File: src/rtl/spi_pkg.sv
// spi_pkg -- shared constants for the SPI slave responder.
//   State encoding of the responder FSM (IDLE, WORD0, GAP, WORD1, DONE)
//   and the bit-order selector values for spi_fbo_i.
package spi_pkg;

  localparam logic [2:0] ST_IDLE  = 3'd0;
  localparam logic [2:0] ST_WORD0 = 3'd1;
  localparam logic [2:0] ST_GAP   = 3'd2;
  localparam logic [2:0] ST_WORD1 = 3'd3;
  localparam logic [2:0] ST_DONE  = 3'd4;

  localparam logic FBO_MSB = 1'b1;
  localparam logic FBO_LSB = 1'b0;

  // True while an SS-framed word is being shifted.
  function automatic logic state_is_word(input logic [2:0] st);
    return (st == ST_WORD0) || (st == ST_WORD1);
  endfunction

endpackage

File: src/rtl/spi_slave_sync.sv
// spi_slave_sync -- 2-flop synchronizer with one edge-detect flop.
//   spi_clk_i  : sampling clock
//   spi_rst_i  : asynchronous, active-high reset (all flops to RST_VAL)
//   i_async    : asynchronous input pin
//   o_level    : synchronized level
//   o_rise     : one-cycle pulse on a synchronized 0->1 transition
//   o_fall     : one-cycle pulse on a synchronized 1->0 transition
// A pin change shows up on o_rise/o_fall after two clock edges, so logic
// registering on those pulses acts on the third edge.
module spi_slave_sync #(
  parameter logic RST_VAL = 1'b0
) (
  input  logic spi_clk_i,
  input  logic spi_rst_i,
  input  logic i_async,
  output logic o_level,
  output logic o_rise,
  output logic o_fall
);

  logic r_meta;
  logic r_sync;
  logic r_prev;

  always_ff @(posedge spi_clk_i or posedge spi_rst_i) begin
    if (spi_rst_i) begin
      r_meta <= RST_VAL;
      r_sync <= RST_VAL;
      r_prev <= RST_VAL;
    end else begin
      r_meta <= i_async;
      r_sync <= r_meta;
      r_prev <= r_sync;
    end
  end

  assign o_level = r_sync;
  assign o_rise  = r_sync & ~r_prev;
  assign o_fall  = ~r_sync & r_prev;

endmodule

File: src/rtl/spi_slave_responder.sv
// spi_slave_responder -- SPI mode-0 slave that takes one command word and
// returns a preloaded two-word reply in two SS-framed words.
//   spi_clk_i, spi_rst_i     : clock / async active-high reset
//   SCK_SPI, SS, MOSI, MISO  : SPI pins (SS active-low, MISO idles at 1)
//   spi_enable_i             : respond to frames when 1
//   spi_fbo_i                : bit order, 1 = MSB first (latched per word)
//   spi_txdata_i/spi_txload_i: reply value / load strobe (IDLE only)
//   spi_txready_o            : high in IDLE
//   spi_rxdata_o/_rxvalid_o  : last command word / update pulse
//   spi_doneflag_o           : pulse when word1 completes
//   spi_frameerr_o           : pulse on short word or gap timeout
//   o_dbg_state              : current FSM state (spi_pkg encoding)
// Optional feature macro SPI_SLAVE_OVERRUN_EN adds spi_rxack_i and
// spi_overrun_o (command overwritten before it was acknowledged).
//
// Handshake: spi_rxvalid_o is a one-cycle strobe with no back-pressure;
// spi_rxdata_o holds the word until the next completed word0.
module spi_slave_responder
  import spi_pkg::*;
#(
  parameter int DATA_WIDTH  = 8,
  parameter int TIMEOUT_CYC = 64
) (
  input  logic                    spi_clk_i,
  input  logic                    spi_rst_i,
  input  logic                    SCK_SPI,
  input  logic                    SS,
  input  logic                    MOSI,
  output logic                    MISO,
  input  logic                    spi_enable_i,
  input  logic                    spi_fbo_i,
  input  logic [2*DATA_WIDTH-1:0] spi_txdata_i,
  input  logic                    spi_txload_i,
  output logic                    spi_txready_o,
  output logic [DATA_WIDTH-1:0]   spi_rxdata_o,
  output logic                    spi_rxvalid_o,
  output logic                    spi_doneflag_o,
  output logic                    spi_frameerr_o,
`ifdef SPI_SLAVE_OVERRUN_EN
  input  logic                    spi_rxack_i,
  output logic                    spi_overrun_o,
`endif
  output logic [2:0]              o_dbg_state
);

  localparam int DW    = DATA_WIDTH;
  localparam int CNT_W = $clog2(DATA_WIDTH + 1);
  localparam int GAP_W = $clog2(TIMEOUT_CYC);
  localparam logic [CNT_W-1:0] CNT_FULL = CNT_W'(DATA_WIDTH);
  localparam logic [GAP_W-1:0] GAP_LAST = GAP_W'(TIMEOUT_CYC - 1);

  logic w_sck_level, w_sck_rise, w_sck_fall;
  logic w_ss_level, w_ss_rise, w_ss_fall;
  logic w_mosi, w_mosi_rise, w_mosi_fall;
  logic w_unused;

  spi_slave_sync #(.RST_VAL(1'b0)) u_sync_sck (
    .spi_clk_i (spi_clk_i), .spi_rst_i (spi_rst_i), .i_async (SCK_SPI),
    .o_level (w_sck_level), .o_rise (w_sck_rise), .o_fall (w_sck_fall)
  );

  // SS idles high, so its chain resets high to avoid a false fall.
  spi_slave_sync #(.RST_VAL(1'b1)) u_sync_ss (
    .spi_clk_i (spi_clk_i), .spi_rst_i (spi_rst_i), .i_async (SS),
    .o_level (w_ss_level), .o_rise (w_ss_rise), .o_fall (w_ss_fall)
  );

  spi_slave_sync #(.RST_VAL(1'b0)) u_sync_mosi (
    .spi_clk_i (spi_clk_i), .spi_rst_i (spi_rst_i), .i_async (MOSI),
    .o_level (w_mosi), .o_rise (w_mosi_rise), .o_fall (w_mosi_fall)
  );

  assign w_unused = ^{w_sck_level, w_mosi_rise, w_mosi_fall};

  logic [2:0]        r_state;
  logic [CNT_W-1:0]  r_bit_cnt;
  logic [GAP_W-1:0]  r_gap_cnt;
  logic [DW-1:0]     r_rx_shift;
  logic [DW-1:0]     r_tx_shift;
  logic [2*DW-1:0]   r_reply;
  logic              r_miso;
  logic              r_fbo;
  logic [DW-1:0]     r_rxdata;
  logic              r_rxvalid;
  logic              r_done;
  logic              r_frameerr;

  logic [2*DW-1:0]   w_reply_next;
  logic [DW-1:0]     w_rx_next;
  logic [DW-1:0]     w_tx_shifted;
  logic              w_tx_bit;
  logic              w_first_hi;
  logic              w_first_lo;
  logic              w_word_full;
  logic              w_word0_done;

  // A load coincident with the SS fall must be what word0 transmits.
  assign w_reply_next = spi_txload_i ? spi_txdata_i : r_reply;
  assign w_first_hi   = spi_fbo_i ? w_reply_next[2*DW-1] : w_reply_next[DW];
  assign w_first_lo   = spi_fbo_i ? r_reply[DW-1] : r_reply[0];

  assign w_rx_next    = r_fbo ? {r_rx_shift[DW-2:0], w_mosi}
                              : {w_mosi, r_rx_shift[DW-1:1]};
  assign w_tx_shifted = r_fbo ? {r_tx_shift[DW-2:0], 1'b1}
                              : {1'b1, r_tx_shift[DW-1:1]};
  assign w_tx_bit     = r_fbo ? w_tx_shifted[DW-1] : w_tx_shifted[0];

  assign w_word_full  = (r_bit_cnt == CNT_FULL);
  assign w_word0_done = (r_state == ST_WORD0) && w_ss_rise && w_word_full;

  always_ff @(posedge spi_clk_i or posedge spi_rst_i) begin
    if (spi_rst_i) begin
      r_state    <= ST_IDLE;
      r_bit_cnt  <= '0;
      r_gap_cnt  <= '0;
      r_rx_shift <= '0;
      r_tx_shift <= '1;
      r_reply    <= '1;
      r_miso     <= 1'b1;
      r_fbo      <= FBO_MSB;
      r_rxdata   <= '0;
      r_rxvalid  <= 1'b0;
      r_done     <= 1'b0;
      r_frameerr <= 1'b0;
    end else begin
      r_rxvalid  <= 1'b0;
      r_done     <= 1'b0;
      r_frameerr <= 1'b0;
      case (r_state)
        ST_IDLE: begin
          if (spi_txload_i) r_reply <= spi_txdata_i;
          if (w_ss_fall && spi_enable_i) begin
            r_state    <= ST_WORD0;
            r_bit_cnt  <= '0;
            r_fbo      <= spi_fbo_i;
            r_tx_shift <= w_reply_next[2*DW-1:DW];
            r_miso     <= w_first_hi;
          end
        end
        ST_WORD0, ST_WORD1: begin
          if (w_ss_rise) begin
            r_miso <= 1'b1;
            if (w_word_full) begin
              // A dropped enable lets the word finish, then parks in IDLE.
              if (r_state == ST_WORD0) begin
                r_rxdata  <= r_rx_shift;
                r_rxvalid <= 1'b1;
                r_gap_cnt <= '0;
                r_state   <= spi_enable_i ? ST_GAP : ST_IDLE;
              end else begin
                r_state   <= spi_enable_i ? ST_DONE : ST_IDLE;
              end
            end else begin
              r_frameerr <= 1'b1;
              r_state    <= ST_IDLE;
            end
          end else begin
            if (w_sck_rise) begin
              r_rx_shift <= w_rx_next;
              if (r_bit_cnt != '1) r_bit_cnt <= r_bit_cnt + CNT_W'(1);
            end
            if (w_sck_fall) begin
              r_tx_shift <= w_tx_shifted;
              r_miso     <= w_tx_bit;
            end
          end
        end
        ST_GAP: begin
          if (!spi_enable_i) begin
            r_state <= ST_IDLE;
          end else if (w_ss_fall) begin
            r_state    <= ST_WORD1;
            r_bit_cnt  <= '0;
            r_fbo      <= spi_fbo_i;
            r_tx_shift <= r_reply[DW-1:0];
            r_miso     <= w_first_lo;
          end else if (r_gap_cnt == GAP_LAST) begin
            r_frameerr <= 1'b1;
            r_state    <= ST_IDLE;
          end else begin
            r_gap_cnt <= r_gap_cnt + GAP_W'(1);
          end
        end
        ST_DONE: begin
          r_done  <= 1'b1;
          r_state <= ST_IDLE;
        end
        default: r_state <= ST_IDLE;
      endcase
    end
  end

`ifdef SPI_SLAVE_OVERRUN_EN
  logic r_pending;
  logic r_overrun;

  // A completing word0 re-arms pending even if acknowledged the same cycle.
  always_ff @(posedge spi_clk_i or posedge spi_rst_i) begin
    if (spi_rst_i) begin
      r_pending <= 1'b0;
      r_overrun <= 1'b0;
    end else begin
      r_overrun <= 1'b0;
      if (w_word0_done) begin
        r_pending <= 1'b1;
        r_overrun <= r_pending & ~spi_rxack_i;
      end else if (spi_rxack_i) begin
        r_pending <= 1'b0;
      end
    end
  end

  assign spi_overrun_o = r_overrun;
`endif

  // MISO is released (1) outside a word or once SS is seen high.
  assign MISO           = (state_is_word(r_state) && !w_ss_level) ? r_miso : 1'b1;
  assign spi_txready_o  = (r_state == ST_IDLE);
  assign spi_rxdata_o   = r_rxdata;
  assign spi_rxvalid_o  = r_rxvalid;
  assign spi_doneflag_o = r_done;
  assign spi_frameerr_o = r_frameerr;
  assign o_dbg_state    = r_state;

endmodule

File: config.mk
export PLATFORM = sky130hd
export DESIGN_NAME = spi_slave_responder
export DESIGN_NICKNAME = d
export VERILOG_FILES = /design/src/rtl/spi_pkg.sv /design/src/rtl/spi_slave_sync.sv /design/src/rtl/spi_slave_responder.sv
export SDC_FILE = /design/constraint.sdc
export NUM_CORES = 1
export LEC_CHECK = 0
export ABC_AREA = 1
export ABC_CLOCK_PERIOD_IN_PS = 3210
export CAP_MARGIN = 20
export CORE_AREA = 2 2 95 74
export CTS_CLUSTER_DIAMETER = 150
export CTS_CLUSTER_SIZE = 30
export DETAILED_ROUTE_END_ITERATION = 6
export DIE_AREA = 0 0 97 76
export PLACE_DENSITY = 0.87
export SETUP_SLACK_MARGIN = 0.2
export SKIP_CTS_REPAIR_TIMING = 1
export SKIP_LAST_GASP = 1
export SYNTH_ARGS = -nofsm -noshare
export SYNTH_HDL_FRONTEND = slang
export SYNTH_SLANG_ARGS = --single-unit
File: constraint.sdc
create_clock -name spi_clk_i -period 3.21 [get_ports spi_clk_i]
set_input_delay 0.321 -clock spi_clk_i [delete_from_list [all_inputs] [get_ports spi_clk_i]]
set_output_delay 0.321 -clock spi_clk_i [all_outputs]
set_load 0.03 [all_outputs]
==> results of run 1 <==
[power breakdown]
group / total [mW] / internal (mW) / leakage [nW] / switching, mW
sequential: 1.37 / 1.18 / 0.792 / 0.190
clock: 0.698 / 0.357 / 0.0970 / 0.341
combinational: 1.19 / 0.405 / 1.02 / 0.786
total: 3.26 / 1.94 / 1.91 / 1.32
[cell usage in the layout (no fill, tap or decap), types with 2 or more instances in the layout]
| cell | n |
|---|---|
| nor2_4 | 2 |
| o211ai_4 | 2 |
| nor2_1 | 25 |
| buf_4 | 3 |
| nand3_1 | 41 |
| o211ai_1 | 12 |
| dfrtp_1 | 37 |
| dfstp_2 | 29 |
| nand2_1 | 142 |
| inv_1 | 38 |
| nand4_1 | 2 |
| ha_1 | 3 |
| o21ai_0 | 44 |
| a31oi_1 | 3 |
| nor3_1 | 2 |
| o21ai_2 | 3 |
| xnor2_1 | 2 |
| nor2_2 | 2 |
| inv_2 | 8 |
| clkdlybuf4s50_1 | 39 |
| clkinv_2 | 2 |
| nand2_2 | 3 |
| clkbuf_8 | 9 |
| nand3_2 | 2 |
| a21oi_1 | 2 |
[per-stage QoR]
step	instance area (µm²)	instances
after floorplan	3430	424
after CTS	4090	555
after global placement	3890	539
final	4090	555
after detailed placement	3890	539
after global routing	4090	555
[worst max-delay path, delay by kind of cell (launching register included)]
| kind | cells | cell delay [ns] |
|---|---|---|
| DFF | 1 | 0.47 |
| and+or+nand+nor | 2 | 0.41 |
| buffers and inverters | 2 | 0.79 |
[cell families after synthesis]
logic type	count (synthesis)	synth area share
AO/OA/AOI/OAI	67	0.121
XOR/XNOR	3	0.00767
adder cells (fa/ha/maj)	3	0.0110
buffers and inverters	57	0.0661
flip-flops	66	0.492
AND/OR/NAND/NOR	228	0.302
[flip-flops by register name, indices dropped and copies added (netlist names), 3 cells and up]
signal / count
o_dbg_state: 3
r_bit_cnt: 4
r_gap_cnt: 6
r_reply: 16
r_rx_shift: 8
r_tx_shift: 8
spi_rxdata_o: 8
[metal layers]
| layer | vias to the layer above | wire, µm | global-route usage | share of wire |
|---|---|---|---|---|
| met5 | - | 0 | 0 | 0 |
| met4 | 0 | 184 | 0.0887 | 0.025 |
| met3 | 15 | 479 | 0.0606 | 0.064 |
| met2 | 107 | 3380 | 0.322 | 0.45 |
| met1 | 1381 | 3460 | 0.301 | 0.46 |
| li1 | 1456 | - | - | - |
[path summary, 6_finish.rpt]
kind | startpoint | slack [ns] | end
worst max-delay path | o_dbg_state[0]$_DFFE_PP0P_ | 0.87 | MISO
worst min-delay path | u_sync_sck.r_meta$_DFF_PP0_ | 0.35 | u_sync_sck.o_level$_DFF_PP0_
worst max register to register | o_dbg_state[0]$_DFFE_PP0P_ | 1.20 | r_rx_shift[6]$_DFFE_PP0P_
worst min register to register | u_sync_sck.r_meta$_DFF_PP0_ | 0.35 | u_sync_sck.o_level$_DFF_PP0_
max in group asynchronous | spi_rst_i | 2.05 | r_tx_shift[4]$_DFFE_PP1P_
min in group asynchronous | spi_rst_i | 0.38 | spi_rxdata_o[0]$_DFFE_PP0P_
[final cells by class]
type / instances / share of cell area
inverter: 46 / 0.0423
clock buffer: 9 / 0.0303
tap: 84 / 0.0257
clock inverter: 7 / 0.0168
multi-input combinational: 301 / 0.371
timing repair buffer: 42 / 0.101
sequential: 66 / 0.413
==> run metrics, run 1 <==
status complete, no violations; Distinct cells, synth 33; register area 1690 µm²; Routed WL 7.50 mm; post-layout min period 2.34 ns; dpl ws 1.24 ns; TritonCTS Buffers 9; CP Max Fanout 19; TritonRoute pass-1 iters 5; Setup TNS 0 ns; Mean Syn Cell Area 8.09 µm²; critical path type register to output pin; worst vdd ir 381 µV; chip height 76 µm; largest net degree at the start of global routing 32; HPWL after detailed placement 5.22 mm; root buf cell clkbuf_8; most frequent cells after synthesis nand2_1 (142), o21ai_0 (44), nand3_1 (41), inv_1 (39), dfrtp_1 (37); Setup violations, final 0; fin crit share 0.729; P per Cell Area 798 nW/µm²; CP max-delay cell clkdlybuf4s50_1; fraction of registers with async set/reset 1.00; max cap viols 0; Critical Path Sink Type output pin; area leader, netlist dfrtp_1; # IOs 40; detailed router's first-iteration violation count 287; syn_nets 451; top cells by area, synth dfrtp_1 (27%), dfstp_2 (22%), nand2_1 (16%); Leakage Power 1.91 nW; Post-synth EDFFs 0; worst-skew pair later-pin latency 0.35 ns; maximum root-to-sink buffer count 2; initial antenna violation count 0; critical path arrival 2.02 ns; synth warn 0; DR DRC count 0; area of the multi-input gates 1510 µm²; HP Class register to register; vias in the first global route 2749; Fillers 551; Power, Total 3.26 mW; Synth top area share 0.270; first-pass GRT wire length 12.8 mm; Hold Violations, Final 0; sequential share of the synthesized area 0.492; clock skew 0.00809 ns; Crit path largest cell delay 0.62 ns; RSZ-0062 raised after global routing false; Worst Tran Pin Value 0.702 ns; crit-path cells inv_2, nor2_8, nand2_1, clkdlybuf4s50_1; max_slew headroom 0.530; Worst R2R Path Depth 6; top-count cell post-synth nand2_1; DR vias 2959; Post-Syn Instances 424; routed vias/inst 5.33; Syn Std Cell Area 3430 µm²; routed wire length per instance 13.5 µm; clk slew on worst S/H paths 0.07 ns; diode count 0; worst hold slack 0.350 ns; clock sinks 66; Final WS setup 0.871 ns; overall routing resource usage 0.217; CP Data Required Time 2.89 ns; ANT nets after route 0; Synth Flop Type dfrtp_1; core area 6540 µm²; hold depth 0; #FFs+latches synth 66; Die Wd 97 µm; final core utilization 0.625; I/O Buffers 39; crit start category register; row count 26; GRT overflow 0; RD Place Congestion 0.897; H-tree depth 3; Area Growth Syn to Fin 19.2%; final net count 493; Die Area 7370 µm²; Initial Util 0.524; CTS tree done; Fmax 427 MHz; layout cells sized above 1 0.159; fin. max-slew vios 0
Note: power is estimated with default switching activity, not from simulation.
==> inputs of run 2 (changes only) <==
--- a/config.mk
+++ b/config.mk
@@ -6,7 +6,7 @@
 export NUM_CORES = 1
 export LEC_CHECK = 0
 export ABC_AREA = 1
-export ABC_CLOCK_PERIOD_IN_PS = 3210
+export ABC_CLOCK_PERIOD_IN_PS = 2400
 export CAP_MARGIN = 20
 export CORE_AREA = 2 2 95 74
 export CTS_CLUSTER_DIAMETER = 150
==> constraint.sdc (replaced) <==
create_clock -name spi_clk_i -period 2.4 [get_ports spi_clk_i]
set_input_delay 0.24 -clock spi_clk_i [delete_from_list [all_inputs] [get_ports spi_clk_i]]
set_output_delay 0.24 -clock spi_clk_i [all_outputs]
set_load 0.03 [all_outputs]
==> run 2 against run 1 <==
Critical path depth unchanged. First-iteration DRC count decreased by 12%. Global-route usage about the same. Critical endpoint unchanged. Register-to-register slack worse by 0.81 ns. Setup slack lost 0.56 ns. Largest cell class unchanged. Sequential share of layout area down 0.51 points. Wire length increased by 0.59%. Clock skew up 0.0031 ns. Non-clock buffer count grew 3. Sequential power increased by 34%.
==> run metrics, run 2 (synthesis results as in run 1) <==
status complete, no violations (unchanged); ANT nets after route 0 (unchanged); critical path type register to output pin (unchanged); area of the multi-input gates 1510 µm² (unchanged); DR DRC count 0 (unchanged); CP Data Required Time 2.16 ns (was 2.89 ns); Worst Tran Pin Value 0.697 ns (was 0.702 ns); Initial Util 0.524 (unchanged); GRT overflow 0 (unchanged); Most flops, register r_reply (unchanged); final net count 496 (was 493); sequential cell fraction of total power 0.415 (was 0.421); Clk network pwr share 0.214 (about the same); most frequent cells in the layout nand2_1 (142), o21ai_0 (44), nand3_1 (41), inv_1 (38), clkdlybuf4s50_1 (38) (was nand2_1 (142), o21ai_0 (44), nand3_1 (41), clkdlybuf4s50_1 (39), inv_1 (38)); RD Place Congestion 0.948 (was 0.897); routed vias/inst 5.38 (was 5.33); clock skew 0.0112 ns (was 0.00809 ns); max cap viols 0 (unchanged); TritonCTS Buffers 9 (unchanged); vias in the first global route 2816 (was 2749); maximum root-to-sink buffer count 2 (unchanged); Switching Power 1.76 mW (was 1.32 mW); layout cells sized above 1 0.167 (was 0.159); root buf cell clkbuf_8 (unchanged); Fmax 478 MHz; Comb pwr share 0.371 (was 0.365); critical path arrival 1.85 ns (was 2.02 ns); fin. max-slew vios 0 (unchanged); HPWL after detailed placement 5.35 mm (was 5.22 mm); # IOs 40 (unchanged); Setup violations, final 0 (unchanged); largest net degree at the start of global routing 40 (was 32); Finished Layout Cells 558 (was 555); Fillers 531 (was 551); final core utilization 0.633 (was 0.625); detailed router's first-iteration violation count 252 (was 287); Critical Path Sink Type output pin (unchanged); Setup TNS 0 ns (unchanged); Switching Share 0.397 (was 0.404); P_int 2.67 mW (was 1.94 mW); post-layout min period 2.09 ns; HP Class input port to async pin (was register to register); worst-skew pair later-pin latency 0.35 ns (about the same); RSZ-0062 raised after global routing false (unchanged); routed wire length per instance 13.5 µm (about the same); H-tree depth 3 (unchanged); register area 1690 µm² (unchanged); Leakage Power 1.95 nW (was 1.91 nW); Die Area 7370 µm² (unchanged); core area 6540 µm² (unchanged); TritonRoute pass-1 iters 5 (unchanged); Die Wd 97 µm (unchanged); diode count 0 (unchanged); CTS tree done (unchanged); DR vias 3003 (was 2959); Routed WL 7.54 mm (was 7.50 mm); I/O Buffers 39 (unchanged); Area Growth Syn to Fin 20.7% (was 19.2%); initial antenna violation count 0 (unchanged); row count 26 (unchanged); first-pass GRT wire length 13.0 mm (was 12.8 mm); clock sinks 66 (unchanged); crit start category register (unchanged); max reg flops 16 (unchanged); P per Cell Area 1070 nW/µm² (was 798 nW/µm²); max_slew headroom 0.534 (was 0.530); Hold Violations, Final 0 (unchanged); overall routing resource usage 0.216 (was 0.217); clk slew on worst S/H paths 0.07 ns (about the same); Placed Cells 539 (unchanged); chip height 76 µm (unchanged); CP Max Fanout 8 (was 19); fin crit share 0.871; worst vdd ir 507 µV (was 381 µV); commonest non-fill, non-tap cell in the layout nand2_1 (unchanged)
-- run 2: path summary, 6_finish.rpt --
path                                        startpoint                           end  slack (ns)  cells after the start
max                         o_dbg_state[0]$_DFFE_PP0P_                          MISO        0.31                      4
min                                          spi_rst_i     r_rx_shift[1]$_DFFE_PP0P_        0.11                      2
max reg2reg                 o_dbg_state[0]$_DFFE_PP0P_     r_rx_shift[7]$_DFFE_PP0P_        0.39                      7
min in group spi_clk_i                              SS    u_sync_ss.r_meta$_DFF_PP1_        0.30                      1
max in group asynchronous                    spi_rst_i   u_sync_ss.o_level$_DFF_PP1_        1.75                      3
min reg2reg                u_sync_sck.r_meta$_DFF_PP0_  u_sync_sck.o_level$_DFF_PP0_        0.34                      0
-- run 2: per-stage QoR --
step,instance area [µm²],power (mW),setup WS [ns],hold slack (ns)
detailed placement,3910,3.42,0.431,0.336
CTS,4110,4.38,0.133,0.112
global route,4140,4.73,0.238,0.146
finish,4140,4.43,0.310,0.110
floorplan,3430,2.98,0.553,0.244
global placement,3910,3.34,0.496,0.335
-- run 2: metal layers --
layer | share of wire | vias up | GRT usage
li1 | - | 1463 | -
met1 | 0.44 | 1398 | 0.291
met2 | 0.48 | 128 | 0.344
met3 | 0.068 | 14 | 0.0624
met4 | 0.0090 | 0 | 0.0606
met5 | 0 | - | 0
-- run 2: worst max-delay path: stages (launching register included) --
cell and delay, ns:
dfrtp_1 0.52, inv_4 0.13, nor2_8 0.17, nand2_1 0.08, clkdlybuf4s50_1 0.60
-- run 2: final cells by class --
type                            instances  share of cell area
Sequential cell                        66               0.408
Multi-Input combinational cell        301               0.366
Timing Repair Buffer                   45               0.109
Inverter                               46              0.0423
Clock buffer                           10              0.0333
Tap cell                               84              0.0254
Clock inverter                          6              0.0160
-- run 2: power groups by stage --
stage	Sequential, mW	Clock, mW	Combinational, mW
2_1_floorplan	1.77	0	1.21
3_3_place_gp	1.82	0	1.51
3_5_place_dp	1.84	0	1.57
4_1_cts	1.83	0.966	1.59
5_1_grt	1.88	1.01	1.84
6_report	1.84	0.948	1.64
==> inputs of run 3 (changes only) <==
--- a/config.mk
+++ b/config.mk
@@ -6,9 +6,10 @@
 export NUM_CORES = 1
 export LEC_CHECK = 0
 export ABC_AREA = 1
-export ABC_CLOCK_PERIOD_IN_PS = 2400
+export ABC_CLOCK_PERIOD_IN_PS = 2150
 export CAP_MARGIN = 20
 export CORE_AREA = 2 2 95 74
+export CTS_BUF_LIST = sky130_fd_sc_hd__clkbuf_4 sky130_fd_sc_hd__clkbuf_8 sky130_fd_sc_hd__clkbuf_16
 export CTS_CLUSTER_DIAMETER = 150
 export CTS_CLUSTER_SIZE = 30
 export DETAILED_ROUTE_END_ITERATION = 6
==> constraint.sdc (replaced) <==
create_clock -name spi_clk_i -period 2.15 [get_ports spi_clk_i]
set_input_delay 0.215 -clock spi_clk_i [delete_from_list [all_inputs] [get_ports spi_clk_i]]
set_output_delay 0.215 -clock spi_clk_i [all_outputs]
set_load 0.03 [all_outputs]
==> run 3 against run 2 <==
Setup slack worse by 0.014 ns. Via count shrank 0.93%. Critical endpoint is now o_dbg_state[2]. Cell count did not move. Largest cell class unchanged. Global-route usage down 0.28 points. Sequential power is 9% higher. Non-clock buffer count is the same. Sequential share of layout area fell by 0.35 points.
==> run metrics, run 3 (synthesis results as in run 1) <==
max cap viols 0 (unchanged); initial antenna violation count 0 (unchanged); core area 6540 µm² (unchanged); first-pass GRT wire length 12.9 mm (was 13.0 mm); Die Wd 97 µm (unchanged); HPWL after detailed placement 5.26 mm (was 5.35 mm); CP Max Fanout 4 (was 8); crit-path cells clkdlybuf4s50_1 (was inv_4, nor2_8, nand2_1, clkdlybuf4s50_1); clk slew on worst S/H paths 0.07 ns (about the same); commonest non-fill, non-tap cell in the layout nand2_1 (unchanged); status complete, no violations (unchanged); Top delay family on crit path buffers and inverters (unchanged); critical path arrival 1.64 ns (was 1.85 ns); final net count 496 (unchanged); GR Util met1 0.286 (was 0.291); detailed router's first-iteration violation count 202 (was 252); Most flops, register r_reply (unchanged); fin. max-slew vios 0 (unchanged); final core utilization 0.638 (was 0.633); max reg flops 16 (unchanged); routed vias/inst 5.33 (was 5.38); routed wire length per instance 13.3 µm (was 13.5 µm); met3 Usage GRT 0.0523 (was 0.0624); DR DRC count 0 (unchanged); HP Class input port to async pin (unchanged); Area Growth Syn to Fin 21.7% (was 20.7%); overall routing resource usage 0.213 (was 0.216); critical path type register to output pin (unchanged); Worst Path Buf+Inv 1 (was 2); Setup violations, final 0 (unchanged); Leakage Power 1.97 nW (was 1.95 nW); Crit path largest cell delay 0.76 ns (was 0.60 ns); DR vias 2975 (was 3003); Initial Util 0.524 (unchanged); Worst Tran Pin Value 0.458 ns (was 0.697 ns); Setup TNS 0 ns (unchanged); diode count 0 (unchanged); row count 26 (unchanged); vias in the first global route 2833 (was 2816); fin crit share 0.862; ANT nets after route 0 (unchanged); H-tree depth 3 (unchanged); CP max-delay cell clkdlybuf4s50_1 (unchanged); largest net degree at the start of global routing 67 (was 40); RSZ-0062 raised after global routing false (unchanged); Worst R2R Path Depth 9 (was 7); Final WS setup 0.296 ns (was 0.310 ns); crit path from o_dbg_state[2]$_DFFE_PP0P_ (was o_dbg_state[0]$_DFFE_PP0P_); TritonRoute pass-1 iters 7 (was 5); RD Place Congestion 0.968 (was 0.948); clock skew 0.00729 ns (was 0.0112 ns); I/O Buffers 39 (unchanged); dpl ws 0.371 ns (was 0.431 ns); CTS tree done (unchanged); most frequent cells in the layout nand2_1 (142), o21ai_0 (44), nand3_1 (41), inv_1 (38) (was nand2_1 (142), o21ai_0 (44), nand3_1 (41), inv_1 (38), clkdlybuf4s50_1 (38)); Power, Total 5.11 mW (was 4.43 mW); Routed WL 7.45 mm (was 7.54 mm); maximum root-to-sink buffer count 2 (unchanged); # IOs 40 (unchanged); Die Area 7370 µm² (unchanged); worst-skew pair later-pin latency 0.36 ns (was 0.35 ns); reg2reg end r_tx_shift[6]$_DFFE_PP1P_ (was r_rx_shift[7]$_DFFE_PP0P_); r2r setup slk 0.40 ns (was 0.39 ns); max_slew headroom 0.694 (was 0.534); GRT overflow 0 (unchanged); Fmax 539 MHz; root buf cell clkbuf_8 (unchanged); Finished Layout Cells 558 (unchanged); crit start category register (unchanged); RR Startpoint o_dbg_state[2]$_DFFE_PP0P_ (was o_dbg_state[0]$_DFFE_PP0P_); CP Data Required Time 1.93 ns (was 2.16 ns); P per Cell Area 1220 nW/µm² (was 1070 nW/µm²); chip height 76 µm (unchanged); Critical Path Sink Type output pin (unchanged); GRT busiest layer met2 (unchanged); TritonCTS Buffers 9 (unchanged); clock sinks 66 (unchanged); Placed Cells 542 (was 539); Hold Violations, Final 0 (unchanged); worst vdd ir 594 µV (was 507 µV); met2 global-route usage 0.340 (was 0.344); layout cells sized above 1 0.165 (was 0.167); post-layout min period 1.85 ns
## run 3: layer usage
metal,wire length (µm),vias up
li1,-,1464
met1,3370,1371
met2,3470,120
met3,467,20
met4,143,0
met5,0,-
## run 3: metrics by stage
step	instance area (µm²)	hold slack [ns]
2_1_floorplan	3430	0.219
3_3_place_gp	3930	0.337
3_5_place_dp	3930	0.342
4_1_cts	4170	0.249
5_1_grt	4170	0.261
6_report	4170	0.244
## run 3: power breakdown
group,total (mW),internal (mW),switching (mW)
logic,1.84,0.630,1.21
clock network,1.26,0.770,0.492
registers,2.01,1.76,0.244
total,5.11,3.16,1.94
## run 3: final cells by class
class,count,area (µm²)
flip-flops and latches,66,1690
fillers,541,2370
inverters,46,173
well taps,84,105
repair buffers,45,453
clock buffers,9,124
multi-input cells,301,1510
clock inverters,7,116
## run 3: worst max-delay path by stage
stage	to	cells after the start
4_1_cts	spi_txready_o	4
2_1_floorplan	o_dbg_state[0]$_DFFE_PP0P_	1
6_report	o_dbg_state[2]	1
3_3_place_gp	spi_txready_o	4
5_1_grt	r_tx_shift[0]$_DFFE_PP1P_	9
3_5_place_dp	r_bit_cnt[2]$_DFFE_PP0P_	8
